===== config.mk =====
export PLATFORM = sky130hd
export DESIGN_NAME = jt6295_rom_arb_flat
export DESIGN_NICKNAME = d
export VERILOG_FILES = /design/src/rtl/jt6295_rom_arb_if.sv /design/src/rtl/jt6295_rom_arb.sv /design/src/flat_wrapper.sv
export SDC_FILE = /design/constraint.sdc
export NUM_CORES = 1
export LEC_CHECK = 0
export CAP_MARGIN = 20
export CORE_ASPECT_RATIO = 1.25
export CORE_MARGIN = 3
export CORE_UTILIZATION = 50
export CTS_CLUSTER_SIZE = 40
export DETAILED_ROUTE_END_ITERATION = 12
export PLACE_DENSITY = 0.79
export REMOVE_ABC_BUFFERS = 1
export SETUP_SLACK_MARGIN = 0.3
export SLEW_MARGIN = 20
export SYNTH_ARGS = -nofsm -noshare
export SYNTH_HDL_FRONTEND = slang
export SYNTH_SLANG_ARGS = --single-unit

===== constraint.sdc =====
create_clock -name clk -period 5 [get_ports clk]
set_input_delay 1.5 -clock clk [delete_from_list [all_inputs] [get_ports clk]]
set_output_delay 1.5 -clock clk [all_outputs]
set_load 0.005 [all_outputs]

===== src/rtl/jt6295_rom_arb_if.sv =====
// ----------------------------------------------------------------------------
// jt6295_rom_arb_if
// Bundles the signals between the ROM arbiter, its two ADPCM cores, the bank
// register writer and the external ROM port.
//   cs0/addr0/dout0/ok0 : core 0 fetch handshake (18-bit byte address, 8-bit data)
//   cs1/addr1/dout1/ok1 : core 1 fetch handshake
//   bank_we/sel/din     : one-cycle bank register write (5-bit bank value)
//   rom_cs/rom_addr     : shared external request and 22-bit byte address
//   rom_data/rom_ok     : external read data and its valid strobe
// Modport master is the arbiter's view; slave is the view of everything
// around it (cores, bank writer, ROM).
// ----------------------------------------------------------------------------
interface jt6295_rom_arb_if;
    logic        cs0;
    logic [17:0] addr0;
    logic [7:0]  dout0;
    logic        ok0;
    logic        cs1;
    logic [17:0] addr1;
    logic [7:0]  dout1;
    logic        ok1;
    logic        bank_we;
    logic        bank_sel;
    logic [4:0]  bank_din;
    logic        rom_cs;
    logic [21:0] rom_addr;
    logic [7:0]  rom_data;
    logic        rom_ok;

    modport master (
        input  cs0, addr0, cs1, addr1, bank_we, bank_sel, bank_din, rom_data, rom_ok,
        output dout0, ok0, dout1, ok1, rom_cs, rom_addr
    );

    modport slave (
        output cs0, addr0, cs1, addr1, bank_we, bank_sel, bank_din, rom_data, rom_ok,
        input  dout0, ok0, dout1, ok1, rom_cs, rom_addr
    );
endinterface


===== src/rtl/jt6295_rom_arb.sv =====
// ----------------------------------------------------------------------------
// jt6295_rom_arb
// Shares one external sound-ROM port between two ADPCM cores. Each core's
// 18-bit address is mapped through its bank register (upper half of the core
// space is banked), core 1 is moved up by OFFSET1, and requests are
// serialised onto the ROM bus with round-robin priority.
// Ports:
//   clk  : system clock
//   rst  : asynchronous active-high reset
//   bus  : jt6295_rom_arb_if.master (core handshakes, bank write, ROM bus)
// ----------------------------------------------------------------------------
module jt6295_rom_arb #(
    parameter logic [21:0] OFFSET1 = 22'h10_0000
) (
    input  logic              clk,
    input  logic              rst,
    jt6295_rom_arb_if.master  bus
);
    typedef enum logic [1:0] {IDLE = 2'd0, WAIT = 2'd1, BUSY = 2'd2} state_t;

    state_t      state_q, state_d;

    logic [4:0]  bank0_q, bank1_q;
    logic [17:0] saddr0_q, saddr1_q;     // raw address each core's data belongs to
    logic        valid0_q, valid1_q;
    logic        dirty0_q, dirty1_q;     // bank written while this core's fetch was in flight
    logic [7:0]  dout0_q, dout1_q;
    logic        gid_q;                  // core owning the current transfer
    logic [17:0] gaddr_q;                // raw address captured at grant
    logic [21:0] rom_addr_q;
    logic        last_q;                 // core granted most recently

    logic [21:0] eff0, eff1;
    logic        pend0, pend1;
    logic        grant, gnt_id, done;
    logic        bw0, bw1, fly0, fly1;

    function automatic logic [21:0] map_addr(input logic [17:0] a, input logic [4:0] bank);
        return a[17] ? {bank, a[16:0]} : {4'd0, a};
    endfunction

    assign eff0  = map_addr(bus.addr0, bank0_q);
    assign eff1  = map_addr(bus.addr1, bank1_q) + OFFSET1;   // wraps modulo 2^22

    assign pend0 = bus.cs0 & (~valid0_q | (bus.addr0 != saddr0_q));
    assign pend1 = bus.cs1 & (~valid1_q | (bus.addr1 != saddr1_q));

    // ok is a live compare so it drops in the same cycle the core moves on
    assign bus.ok0   = bus.cs0 & valid0_q & (bus.addr0 == saddr0_q);
    assign bus.ok1   = bus.cs1 & valid1_q & (bus.addr1 == saddr1_q);
    assign bus.dout0 = dout0_q;
    assign bus.dout1 = dout1_q;
    assign bus.rom_addr = rom_addr_q;

    assign grant  = (state_q == IDLE) & (pend0 | pend1);
    assign gnt_id = (pend0 & pend1) ? ~last_q : pend1;
    assign done   = (state_q == BUSY) & bus.rom_ok;

    assign bw0 = bus.bank_we & ~bus.bank_sel;
    assign bw1 = bus.bank_we &  bus.bank_sel;

    // A core is in flight from its grant edge until completion; a bank write
    // on the grant edge also makes the captured (old-bank) address stale.
    assign fly0 = (state_q != IDLE) ? ~gid_q : (grant & ~gnt_id);
    assign fly1 = (state_q != IDLE) ?  gid_q : (grant &  gnt_id);

    // FSM state register
    always_ff @(posedge clk or posedge rst) begin
        if (rst) state_q <= IDLE;
        else     state_q <= state_d;
    end

    // FSM next state
    always_comb begin
        state_d = state_q;
        case (state_q)
            IDLE:    if (pend0 | pend1) state_d = WAIT;
            WAIT:    state_d = BUSY;         // rom_ok may still be left over from the last access
            BUSY:    if (bus.rom_ok) state_d = IDLE;
            default: state_d = IDLE;
        endcase
    end

    // FSM outputs
    always_comb begin
        bus.rom_cs = 1'b0;
        if (state_q == WAIT || state_q == BUSY) bus.rom_cs = 1'b1;
    end

    // Grant capture and round-robin pointer
    always_ff @(posedge clk or posedge rst) begin
        if (rst) begin
            gid_q      <= 1'b0;
            gaddr_q    <= '0;
            rom_addr_q <= '0;
            last_q     <= 1'b1;
        end else if (grant) begin
            gid_q      <= gnt_id;
            gaddr_q    <= gnt_id ? bus.addr1 : bus.addr0;
            rom_addr_q <= gnt_id ? eff1 : eff0;
            last_q     <= gnt_id;
        end
    end

    // Per-core bank, validity and data
    always_ff @(posedge clk or posedge rst) begin
        if (rst) begin
            bank0_q  <= '0;
            bank1_q  <= '0;
            valid0_q <= 1'b0;
            valid1_q <= 1'b0;
            dirty0_q <= 1'b0;
            dirty1_q <= 1'b0;
            saddr0_q <= '0;
            saddr1_q <= '0;
            dout0_q  <= '0;
            dout1_q  <= '0;
        end else begin
            if (done && !gid_q) begin
                dout0_q  <= bus.rom_data;
                saddr0_q <= gaddr_q;
                valid0_q <= ~dirty0_q;
                dirty0_q <= 1'b0;
            end else if (bw0 && fly0) begin
                dirty0_q <= 1'b1;
            end
            if (done && gid_q) begin
                dout1_q  <= bus.rom_data;
                saddr1_q <= gaddr_q;
                valid1_q <= ~dirty1_q;
                dirty1_q <= 1'b0;
            end else if (bw1 && fly1) begin
                dirty1_q <= 1'b1;
            end
            // a bank write always invalidates, even on the completion edge
            if (bw0) begin
                bank0_q  <= bus.bank_din;
                valid0_q <= 1'b0;
            end
            if (bw1) begin
                bank1_q  <= bus.bank_din;
                valid1_q <= 1'b0;
            end
        end
    end
endmodule


===== src/flat_wrapper.sv =====
// flat-port wrapper written by rule: the top's interface ports become plain ports
module jt6295_rom_arb_flat 
#(
    parameter logic [21:0] OFFSET1 = 22'h10_0000
)
  (clk, rst, bus_cs0, bus_addr0, bus_cs1, bus_addr1, bus_bank_we, bus_bank_sel, bus_bank_din, bus_rom_data, bus_rom_ok, bus_dout0, bus_ok0, bus_dout1, bus_ok1, bus_rom_cs, bus_rom_addr);
  jt6295_rom_arb_if bus_i ();
  input  logic clk;
  input  logic rst;
  input wire logic [$bits(bus_i.cs0)-1:0] bus_cs0;
  input wire logic [$bits(bus_i.addr0)-1:0] bus_addr0;
  input wire logic [$bits(bus_i.cs1)-1:0] bus_cs1;
  input wire logic [$bits(bus_i.addr1)-1:0] bus_addr1;
  input wire logic [$bits(bus_i.bank_we)-1:0] bus_bank_we;
  input wire logic [$bits(bus_i.bank_sel)-1:0] bus_bank_sel;
  input wire logic [$bits(bus_i.bank_din)-1:0] bus_bank_din;
  input wire logic [$bits(bus_i.rom_data)-1:0] bus_rom_data;
  input wire logic [$bits(bus_i.rom_ok)-1:0] bus_rom_ok;
  output wire logic [$bits(bus_i.dout0)-1:0] bus_dout0;
  output wire logic [$bits(bus_i.ok0)-1:0] bus_ok0;
  output wire logic [$bits(bus_i.dout1)-1:0] bus_dout1;
  output wire logic [$bits(bus_i.ok1)-1:0] bus_ok1;
  output wire logic [$bits(bus_i.rom_cs)-1:0] bus_rom_cs;
  output wire logic [$bits(bus_i.rom_addr)-1:0] bus_rom_addr;
  assign bus_i.cs0 = bus_cs0;
  assign bus_i.addr0 = bus_addr0;
  assign bus_i.cs1 = bus_cs1;
  assign bus_i.addr1 = bus_addr1;
  assign bus_i.bank_we = bus_bank_we;
  assign bus_i.bank_sel = bus_bank_sel;
  assign bus_i.bank_din = bus_bank_din;
  assign bus_i.rom_data = bus_rom_data;
  assign bus_i.rom_ok = bus_rom_ok;
  assign bus_dout0 = bus_i.dout0;
  assign bus_ok0 = bus_i.ok0;
  assign bus_dout1 = bus_i.dout1;
  assign bus_ok1 = bus_i.ok1;
  assign bus_rom_cs = bus_i.rom_cs;
  assign bus_rom_addr = bus_i.rom_addr;
  jt6295_rom_arb #(.OFFSET1(OFFSET1)) u_core (.clk(clk), .rst(rst), .bus(bus_i));
endmodule

==> results.md, run 1 <==
* Final Max Tran Viols at 0
* Initial DRT Pass Iterations at 4
* Top Metal Used: met4
* Worst IR Drop VDD at 0.227 mV
* Period utilisation layout at 92.6%
* Hold wc startpoint: u_core.dirty0_q$_DFFE_PP0P_
* Max clock buf depth at 2
* Number of synthesized flops with an enable pin at 0
* # fillers at 681
* Vias in the first global route at 3240
* Post-Place Cells at 533
* Vias at 2973
* Layout cells sized above 1 at 23.9%
* Total track usage at 20.8%
* RSZ-0062 raised after global routing: true
* CP Max Fanout at 4
* Footprint of the multi-input gates at 0.00183 mm^2
* Fin. Hold Viols at 0
* Max stage delay cell, worst path: clkdlybuf4s50_1
* I/O Buffers at 96
* Clock root buffer: clkbuf_8
* WL final at 9870 um
* Crit path cell chain: clkdlybuf4s50_1, xnor2_1, nand4_1, nor3_2, buf_4, and3_1, dlygate4sd2_1
* Routed length per instance at 18.0 um
* Seq. cell area at 0.00233 mm^2
* Max-cap violations at 0
* Post-Syn Area at 0.00439 mm^2
* Clock Sinks at 93
* Worst slew pin tran at 0.919 ns
* Critical R2R Launch: u_core.saddr1_q[17]$_DFFE_PP0P_
* Mapped Avg Cell Area at 12.9 um^2
* Final worst slack at 0.370 ns
* Family with the most delay on the worst path: buffers and inverters
* Switch share at 31.2%
* Hold EP: u_core.dirty0_q$_DFFE_PP0P_
* Pleak at 2.48 nW
* Max stage delay on crit path at 0.52 ns
* Residual DRC at 0
* Number of distinct library cells after synthesis at 40
* Gr ovfl total at 0
* CP Data Arrival Time at 3.13 ns
* DP Worst Slack at -0.0937 ns
* Clock Power Share at 15.0%
* Metal3 WL at 500 um
* Buf/Inv on CP at 3
* I/O Pins at 97
* CTS clk-pin slew, worst paths at 0.08 ns
* Hpwl dp at 6980 um
* Crit path required time at 3.50 ns
* Flop pwr share at 44.2%
* H-tree levels at 3
* Slew HR at 38.7%
* P&R area growth vs syn at 27.4%
* Routability-driven placement congestion ratio at 0.777
* Largest net degree at the start of global routing at 94
* Main flop type after synthesis: dfrtp_1
* Fmax at 216 MHz
* Rows at 37
* CTS tree: built
* Initial antenna violation count at 0
* Met2 wire len at 5090 um
* First-pass GRT wire length at 16400 um
* Hold WC Path Type: reg -> reg
* Die span in x at 89.8 um
* Endpoints failing setup at 0
* Worst skew pair latency at 0.36 ns
* Post-layout min period at 4.63 ns
* P_sw at 0.925 mW
* Synth Warn # at 0
* Post-detailed-route count of antenna-violating nets at 0
* Iteration-0 DRC count of the detailed router at 136
* Cell count after synthesis at 340
* Reg2Reg Depth at 7
* Hold-critical path depth at 2
* N_diodes at 0
* Seq/Total Area, Yosys at 53.1%
* Comb power frac at 40.9%
* Setup Crit Path Kind: in -> out
* Register bit count reported by yosys at 93
* Ys async rst share at 100%
* Crit path launch type: input pin
* DIE AREA at 0.00994 mm^2
* Core area at 0.00838 mm^2
* Crit. End Element: primary output
* Pint at 2.04 mW
* Clock skew at 0.00958 ns
* Nets at 488
* Initial core utilization at 52.4%
* Layout Cells excl Fill at 548
* Pwr dens at 530 mW/mm^2
* Die Span Y at 111 um
* Avg Vias per Cell at 5.43
* Worst reg2reg setup slack at 2.17 ns
* R2R Path End: u_core.bus.rom_addr[14]$_DFFE_PP0N_
* Num CTS Buffers at 9
* Wire length on met1 at 4090 um
* Status: complete, no violations
cells in the mapped netlist, types with 2 or more instances:
library cell   n  area (um^2)
a21boi_0       2         15.0
inv_1          9         33.8
xnor2_1       32          280
buf_6          3         33.8
nor3_1         4         20.0
a21oi_1        5         25.0
buf_4         17          128
mux2_2        64          721
nand4_1        8         50.1
xor2_1         4         35.0
a21o_1         2         15.0
nand3_1        4         20.0
a221o_1       22          220
a211oi_1       5         37.5
nor2_1         6         22.5
clkbuf_1       9         33.8
dfrtp_1       92         2300
buf_2          2         10.0
and3_1        19          119
nand2_1        8         30.0
ha_1           4         50.1
timing repair:
item | in CTS | in global routing
gates resized for setup | 5 | 8
setup buffers | 0 | 1
cloned | 0 | 0
pin swaps | 2 | 4
hold buffers | 0 | 0
endpoints found under the setup margin | 2 | 2
worst max-delay path by stage:
stage / startpoint / endpoint / slack (ns) / cells after the start
6_report: bus_addr0[13] / bus_ok0 / 0.37 / 7
5_1_grt: bus_addr1[4] / bus_ok1 / 0.29 / 6
4_1_cts: bus_addr1[1] / bus_ok1 / 0.21 / 6
3_5_place_dp: bus_addr1[1] / bus_ok1 / -0.09 / 6
3_3_place_gp: bus_addr1[1] / bus_ok1 / -0.11 / 6
2_1_floorplan: bus_addr1[1] / bus_ok1 / 1.03 / 4
metal layers:
layer  GRT usage [%]  up-vias
met1            26.4     1502
met2            35.2       76
met3            3.87       13
met4            8.08        0
met5               0        -
li1                -     1382
cells by family (layout without fill, tap and decap cells):
| family | Yosys count | in the layout | share of synthesized area, % |
|---|---|---|---|
| DFF | 93 | 93 | 53.1 |
| AOI/OAI and AO/OA | 45 | 45 | 9.04 |
| xor gates and xnor gates | 37 | 37 | 7.56 |
| adders and majority gates | 4 | 4 | 1.14 |
| and+or+nand+nor | 56 | 56 | 7.24 |
| buffers and inverters | 41 | 132 | 5.53 |
| muxes | 64 | 64 | 16.4 |
power by group through the flow:
stage          Clock, mW  Sequential [mW]  Combinational [mW]
4_1_cts            0.458             1.31                1.23
2_1_floorplan          0             1.28               0.669
5_1_grt            0.490             1.35                1.32
6_report           0.443             1.31                1.21
3_3_place_gp           0             1.30                1.19
3_5_place_dp           0             1.32                1.22
registers in the layout, indices dropped and copies added (netlist names), 2 cells and up:
name,cells
u_core.bank1_q,5
u_core.state_q,2
u_core.saddr1_q,18
u_core.bus.dout1,8
u_core.saddr0_q,18
u_core.bank0_q,5
u_core.bus.dout0,8
u_core.bus.rom_addr,22
placed cells by master, fill, tap and decap left out, types with 8 or more instances in the layout:
master / netlist / layout
a221o_1: 22 / 22
and3_1: 19 / 19
buf_4: 17 / 12
clkbuf_8: 0 / 11
clkdlybuf4s50_1: 0 / 88
dfrtp_1: 92 / 92
inv_1: 9 / 8
mux2_2: 64 / 64
nand2_1: 8 / 8
nand4_1: 8 / 8
xnor2_1: 32 / 31
worst reg2reg max path, delay by kind of cell, from the launching register on:
| family | cells | cell delay [ns] |
|---|---|---|
| xor gates and xnor gates | 1 | 0.15 |
| AOI/OAI and AO/OA | 2 | 0.53 |
| and+or+nand+nor | 3 | 1.50 |
| DFF | 1 | 0.42 |
| buffers and inverters | 1 | 0.16 |
area by class of cell:
type,instances,area share (%)
Timing Repair Buffer,109,19.3
Clock buffer,12,2.78
Tap cell,117,2.62
Inverter,9,0.627
Sequential cell,93,41.7
Clock inverter,2,0.179
Multi-Input combinational cell,206,32.8
per-stage QoR:
step | hold slack [ns] | power (mW) | instance area [um^2] | util, % | setup TNS (ns)
6_report | 0.482 | 2.96 | 5590 | 66.7 | 0
3_3_place_gp | 0.461 | 2.48 | 5390 | 64.3 | -0.115
2_1_floorplan | 0.449 | 1.95 | 4180 | - | 0
5_1_grt | 0.522 | 3.16 | 5590 | 66.7 | 0
3_5_place_dp | 0.469 | 2.54 | 5390 | 64.3 | -0.0937
4_1_cts | 0.488 | 2.99 | 5570 | 66.5 | 0
No activity file was read; power rests on OpenSTA's default activity.
==> run 2: changes to the inputs <==
--- a/config.mk
+++ b/config.mk
@@ -8,10 +8,11 @@
 export CAP_MARGIN = 20
 export CORE_ASPECT_RATIO = 1.25
 export CORE_MARGIN = 3
-export CORE_UTILIZATION = 50
+export CORE_UTILIZATION = 40
 export CTS_CLUSTER_SIZE = 40
 export DETAILED_ROUTE_END_ITERATION = 12
-export PLACE_DENSITY = 0.79
+export GPL_ROUTABILITY_DRIVEN = 0
+export PLACE_DENSITY = 0.66
 export REMOVE_ABC_BUFFERS = 1
 export SETUP_SLACK_MARGIN = 0.3
 export SLEW_MARGIN = 20
==> run 2 against run 1 <==
Against the previous run: routed wire length increased by 5.4%; worst hold slack better by 0.0069 ns; final cell count increased by 4.0%; critical endpoint is now bus_ok1; setup slack lost 0.017 ns; clock power rose by 49%; critical path type unchanged; sequential cell count unchanged; power up 7.9%; largest cell class unchanged; combinational power hardly changed.
==> results.md, run 2 (synthesis gave the netlist of run 1 again) <==
* Period utilisation layout at 93.0% (was 92.6%)
* Pleak at 2.57 nW (was 2.48 nW)
* CP Max Fanout at 2 (was 4)
* Nets at 494 (was 488)
* Max-cap violations at 0 (unchanged)
* Die Span Y at 123 um (was 111 um)
* Crit. End Element: primary output (unchanged)
* Critical path launch point: bus_addr1[10] (was bus_addr0[13])
* Routed length per instance at 18.3 um (was 18.0 um)
* Pwr dens at 552 mW/mm^2 (was 530 mW/mm^2)
* P&R area growth vs syn at 31.9% (was 27.4%)
* Power, Total at 3.20 mW (was 2.96 mW)
* Setup Crit Path Kind: in -> out (unchanged)
* Layout cells sized above 1 at 25.1% (was 23.9%)
* Worst reg2reg setup slack at 2.24 ns (was 2.17 ns)
* CP Data Arrival Time at 3.15 ns (was 3.13 ns)
* Hold WC Path Type: reg -> reg (unchanged)
* Gr ovfl total at 0 (unchanged)
* Hold-critical path depth at 2 (unchanged)
* Setup TNS at 0 ns (unchanged)
* Fin. Hold Viols at 0 (unchanged)
* WL final at 10400 um (was 9870 um)
* Worst slew pin tran at 0.810 ns (was 0.919 ns)
* Most frequent cells in the layout: 92 x dfrtp_1, 84 x clkdlybuf4s50_1, 64 x mux2_2, 30 x xnor2_1, 22 x a221o_1 (was 92 x dfrtp_1, 88 x clkdlybuf4s50_1, 64 x mux2_2, 31 x xnor2_1, 22 x a221o_1)
* Die span in x at 99.7 um (was 89.8 um)
* Worst IR Drop VDD at 0.195 mV (was 0.227 mV)
* Family with the most delay on the worst path: simple AND/OR/NAND/NOR gates (was buffers and inverters)
* Max stage delay cell, worst path: or4_4 (was clkdlybuf4s50_1)
* Rows at 42 (was 37)
* I/O Pins at 97 (unchanged)
* Avg Vias per Cell at 5.37 (was 5.43)
* Initial core utilization at 41.1% (was 52.4%)
* Slew HR at 46.0% (was 38.7%)
* Crit path cell chain: clkdlybuf4s50_1, xnor2_1, nand4_1, or4_4, nor3_4, buf_2 (was clkdlybuf4s50_1, xnor2_1, nand4_1, nor3_2, buf_4, and3_1, dlygate4sd2_1)
* Crit path launch type: input pin (unchanged)
* Max stage delay on crit path at 0.58 ns (was 0.52 ns)
* Max reg flops at 22 (unchanged)
* DIE AREA at 0.0123 mm^2 (was 0.00994 mm^2)
* Clock root buffer: clkbuf_16 (was clkbuf_8)
* Clock Sinks at 93 (unchanged)
* N_diodes at 0 (unchanged)
* CTS Hold Bufs at 0 (unchanged)
* Worst skew pair latency at 0.33 ns (was 0.36 ns)
* Num CTS Buffers at 9 (unchanged)
* Initial antenna violation count at 0 (unchanged)
* Critical path depth at 6 (was 7)
* R2R Path End: u_core.state_q[0]$_DFFE_PP0P_ (was u_core.bus.rom_addr[14]$_DFFE_PP0N_)
* Vias at 3059 (was 2973)
* Vias in the first global route at 3266 (was 3240)
* Post-layout min period at 4.65 ns (was 4.63 ns)
* Total track usage at 17.9% (was 20.8%)
* Iteration-0 DRC count of the detailed router at 150 (was 136)
* Fmax at 215 MHz (was 216 MHz)
* Critical R2R Launch: u_core.saddr1_q[0]$_DFFE_PP0P_ (was u_core.saddr1_q[17]$_DFFE_PP0P_)
* First-pass GRT wire length at 16800 um (was 16400 um)
* Largest net degree at the start of global routing at 49 (was 94)
* Core area at 0.0107 mm^2 (was 0.00838 mm^2)
* Crit path required time at 3.50 ns (about the same)
* CTS tree: built (unchanged)
* Final Max Tran Viols at 0 (unchanged)
* Buf/Inv on CP at 2 (was 3)
* Hpwl dp at 7260 um (was 6980 um)
* Clock skew at 0.00609 ns (was 0.00958 ns)
* RSZ-0062 raised after global routing: false (was true)
* Residual DRC at 0 (unchanged)
* Endpoints failing setup at 0 (unchanged)
* End point of the critical path: bus_ok1 (was bus_ok0)
* Reg2Reg Depth at 8 (was 7)
* Commonest non-fill, non-tap cell in the layout: dfrtp_1 (unchanged)
* Max clock buf depth at 2 (unchanged)
* I/O Buffers at 96 (unchanged)
* H-tree levels at 3 (unchanged)
* Status: complete, no violations (unchanged)
* CTS clk-pin slew, worst paths at 0.06 ns (was 0.08 ns)
* Initial DRT Pass Iterations at 4 (unchanged)
* Post-detailed-route count of antenna-violating nets at 0 (unchanged)
-- run 2: per-stage QoR --
stage / hold WS, ns / instances / util, % / worst slack, ns / area, um^2
2_1_floorplan: 0.449 / 308 / - / 1.03 / 4180
3_3_place_gp: 0.465 / 549 / 50.8 / -0.207 / 5420
3_5_place_dp: 0.467 / 549 / 50.8 / -0.227 / 5420
4_1_cts: 0.482 / 567 / 53.8 / 0.217 / 5740
5_1_grt: 0.507 / 570 / 54.2 / 0.291 / 5790
6_report: 0.489 / 570 / 54.2 / 0.352 / 5790
-- run 2: cell type report --
cell class	count	area (um^2)
Clock buffer	11	233
Clock inverter	4	50.0
Fill cell	944	4880
Inverter	9	35.0
Multi-Input combinational cell	206	1850
Sequential cell	93	2330
Tap cell	132	165
Timing Repair Buffer	115	1130
-- run 2: per-layer routing --
layer  track usage [%]  vias up  wire length [um]
li1                  -     1399                 -
met1              22.8     1569              4610
met2              30.0       76              5210
met3              3.72       15               397
met4              6.49        0               189
met5                 0        -                 0
-- run 2: what timing repair did --
action,4_1_cts,5_1_grt
setup endpoints to repair,2,1
gates resized for setup,10,10
pin swaps,4,5
setup buffers,3,2
hold endpoints to repair,0,0
-- run 2: worst min path at each step --
stage                                      startpoint                     endpoint  slack [ns]
after floorplan           u_core.dirty0_q$_DFFE_PP0P_  u_core.dirty0_q$_DFFE_PP0P_        0.45
after global placement    u_core.dirty0_q$_DFFE_PP0P_  u_core.dirty0_q$_DFFE_PP0P_        0.46
after detailed placement  u_core.dirty0_q$_DFFE_PP0P_  u_core.dirty0_q$_DFFE_PP0P_        0.47
after CTS                 u_core.dirty0_q$_DFFE_PP0P_  u_core.dirty0_q$_DFFE_PP0P_        0.48
after global routing      u_core.dirty0_q$_DFFE_PP0P_  u_core.dirty0_q$_DFFE_PP0P_        0.51
final                     u_core.dirty0_q$_DFFE_PP0P_  u_core.dirty0_q$_DFFE_PP0P_        0.49
-- run 2: power by group --
group          switching, mW  total (mW)  internal (mW)
sequential             0.228        1.31           1.08
clock                  0.276       0.660          0.384
combinational          0.458        1.23          0.770
total                  0.962        3.20           2.23
-- run 2: worst register-to-register path: cells and delay by family, from the launching register on --
family                 cells  cell delay [ns]
AND/OR/NAND/NOR            2             0.78
multiplexers               1             0.38
flip-flops                 1             0.38
buffers and inverters      2             0.28
XOR/XNOR                   1             0.19
AO/OA/AOI/OAI              2             0.65
==> run 3: changes to the inputs <==
--- a/config.mk
+++ b/config.mk
@@ -13,7 +13,6 @@
 export DETAILED_ROUTE_END_ITERATION = 12
 export GPL_ROUTABILITY_DRIVEN = 0
 export PLACE_DENSITY = 0.66
-export REMOVE_ABC_BUFFERS = 1
 export SETUP_SLACK_MARGIN = 0.3
 export SLEW_MARGIN = 20
 export SYNTH_ARGS = -nofsm -noshare
==> run 3 against run 2 <==
Against the previous run: sequential share of layout area hardly changed; sequential cell count stayed put; global-route usage is 0.39 points higher; non-clock buffer count is 3 lower; die area stayed put; routed wire length is 2.5% higher; first-iteration DRC count is 11% lower; highest routed layer unchanged; worst hold slack better by 0.012 ns; critical path type unchanged; combinational power hardly changed; setup slack better by 0.028 ns; count of clock-buffer cells in the layout stayed put.
==> results.md, run 3 (synthesis gave the netlist of run 1 again) <==
* Worst skew pair latency at 0.34 ns (was 0.33 ns)
* Commonest non-fill, non-tap cell in the layout: dfrtp_1 (unchanged)
* Final worst slack at 0.380 ns (was 0.352 ns)
* CTS Hold Bufs at 0 (unchanged)
* I/O Pins at 97 (unchanged)
* Fmax at 216 MHz (was 215 MHz)
* RSZ-0062 raised after global routing: false (unchanged)
* Worst reg2reg setup slack at 2.30 ns (was 2.24 ns)
* Core area at 0.0107 mm^2 (unchanged)
* Endpoints failing setup at 0 (unchanged)
* Fin. Hold Viols at 0 (unchanged)
* Largest net degree at the start of global routing at 63 (was 49)
* Status: complete, no violations (unchanged)
* Period utilisation layout at 92.4% (was 93.0%)
* Crit path launch type: input pin (unchanged)
* Clock skew at 0.00641 ns (was 0.00609 ns)
* Max stage delay on crit path at 0.50 ns (was 0.58 ns)
* CTS clk-pin slew, worst paths at 0.06 ns (about the same)
* Fin util at 54.3% (was 54.2%)
* Max reg flops at 22 (unchanged)
* N_diodes at 0 (unchanged)
* Most frequent cells in the layout: 92 x dfrtp_1, 81 x clkdlybuf4s50_1, 64 x mux2_2, 30 x xnor2_1, 22 x a221o_1 (was 92 x dfrtp_1, 84 x clkdlybuf4s50_1, 64 x mux2_2, 30 x xnor2_1, 22 x a221o_1)
* Initial DRT Pass Iterations at 4 (unchanged)
* Die Span Y at 123 um (unchanged)
* Clock root buffer: clkbuf_16 (unchanged)
* Worst slew pin tran at 0.946 ns (was 0.810 ns)
* CP Max Fanout at 2 (unchanged)
* Crit path required time at 3.50 ns (about the same)
* Syn Nets at 400
* Max clock buf depth at 2 (unchanged)
* Setup Crit Path Kind: in -> out (unchanged)
* Routed length per instance at 18.8 um (was 18.3 um)
* Total track usage at 18.3% (was 17.9%)
* Residual DRC at 0 (unchanged)
* Clock Sinks at 93 (unchanged)
* DP Worst Slack at -0.165 ns (was -0.227 ns)
* Hpwl dp at 7480 um (was 7260 um)
* Clock Power Share at 21.5% (was 20.6%)
* DIE AREA at 0.0123 mm^2 (unchanged)
* Flop pwr share at 40.1% (was 40.9%)
* Crit path cell chain: clkdlybuf4s50_1, xnor2_1, nand4_1, or4_4, nor3_4, clkbuf_2 (was clkdlybuf4s50_1, xnor2_1, nand4_1, or4_4, nor3_4, buf_2)
* Die span in x at 99.7 um (unchanged)
* Comb power frac at 38.3% (was 38.4%)
* Slew HR at 36.7% (was 46.0%)
* Hold WC Path Type: reg -> reg (unchanged)
* Max-cap violations at 0 (unchanged)
* H-tree levels at 3 (unchanged)
* Vias at 3030 (was 3059)
* P&R area growth vs syn at 32.0% (was 31.9%)
* Max stage delay cell, worst path: clkdlybuf4s50_1 (was or4_4)
* Post-Place Cells at 550 (was 549)
* WL final at 10700 um (was 10400 um)
* Layout cells sized above 1 at 25.5% (was 25.1%)
* Avg Vias per Cell at 5.33 (was 5.37)
* Initial core utilization at 41.1% (unchanged)
* Rows at 42 (unchanged)
* Post-layout min period at 4.62 ns (was 4.65 ns)
* First-pass GRT wire length at 16900 um (was 16800 um)
* Post-detailed-route count of antenna-violating nets at 0 (unchanged)
* P_sw at 0.991 mW (was 0.962 mW)
* Final Max Tran Viols at 0 (unchanged)
* Crit. End Element: primary output (unchanged)
* Worst IR Drop VDD at 0.241 mV (was 0.195 mV)
* Num CTS Buffers at 9 (unchanged)
* Vias in the first global route at 3176 (was 3266)
* CP Data Arrival Time at 3.12 ns (was 3.15 ns)
* Switch share at 30.4% (was 30.1%)
* Pwr dens at 562 mW/mm^2 (was 552 mW/mm^2)
* Pleak at 2.60 nW (was 2.57 nW)
* I/O Buffers at 96 (unchanged)
* Iteration-0 DRC count of the detailed router at 134 (was 150)
* Initial antenna violation count at 0 (unchanged)
* Nets at 491 (was 494)
* Layout Cells excl Fill at 568 (was 570)
* CTS tree: built (unchanged)
* Pint at 2.27 mW (was 2.23 mW)
* Gr ovfl total at 0 (unchanged)
==> run 3: layout make-up <==
cell class / count / area, um^2
Timing Repair Buffer: 112 / 1100
Multi-Input combinational cell: 206 / 1850
Inverter: 9 / 36.3
Clock buffer: 11 / 253
Tap cell: 132 / 165
Fill cell: 920 / 4880
Clock inverter: 5 / 57.6
Sequential cell: 93 / 2330
==> run 3: power groups by stage <==
stage	registers [mW]	clock network [mW]	logic, mW
3_5_place_dp	1.31	0	1.24
2_1_floorplan	1.27	0	0.787
6_report	1.31	0.701	1.25
5_1_grt	1.35	0.754	1.36
4_1_cts	1.31	0.717	1.26
3_3_place_gp	1.30	0	1.23
==> run 3: final timing paths <==
check,startpoint,to,cells past startpoint
max,bus_addr1[15],bus_ok1,6
min,u_core.bank0_q[1]$_DFFE_PP0P_,u_core.bus.rom_addr[18]$_DFFE_PP0N_,1
max reg2reg,u_core.saddr1_q[3]$_DFFE_PP0P_,u_core.state_q[1]$_DFFE_PP0P_,7
min reg2reg,u_core.bank0_q[1]$_DFFE_PP0P_,u_core.bus.rom_addr[18]$_DFFE_PP0N_,1
max in group asynchronous,rst,u_core.saddr1_q[3]$_DFFE_PP0P_,3
min in group asynchronous,rst,u_core.bus.dout1[4]$_DFFE_PP0P_,2
==> run 3: repair_timing <==
item,in CTS,in global routing
gates resized for setup,11,12
endpoints found under the setup margin,2,1
gates cloned,0,0
pin swaps,5,6
buffers inserted,1,1
==> run 3: layer usage <==
layer	routed length, um	GRT usage, %	vias up
li1	-	-	1407
met1	4560	23.5	1518
met2	5300	29.8	84
met3	510	2.99	21
met4	298	9.14	0
met5	0	0	-
==> run 3: stage by stage <==
stage / hold WS [ns] / TNS (ns) / area [um^2] / power, mW
final: 0.501 / 0 / 5790 / 3.26
after global routing: 0.518 / 0 / 5790 / 3.46
after CTS: 0.499 / 0 / 5750 / 3.28
after detailed placement: 0.468 / -0.165 / 5420 / 2.56
after global placement: 0.459 / -0.136 / 5420 / 2.52
after floorplan: 0.449 / 0 / 4390 / 2.05
==> run 3: worst max-delay path, delay by kind of cell <==
kind	cells	cell delay (ns)
xor gates and xnor gates	1	0.15
buffers and inverters	2	0.64
and+or+nand+nor	3	0.83
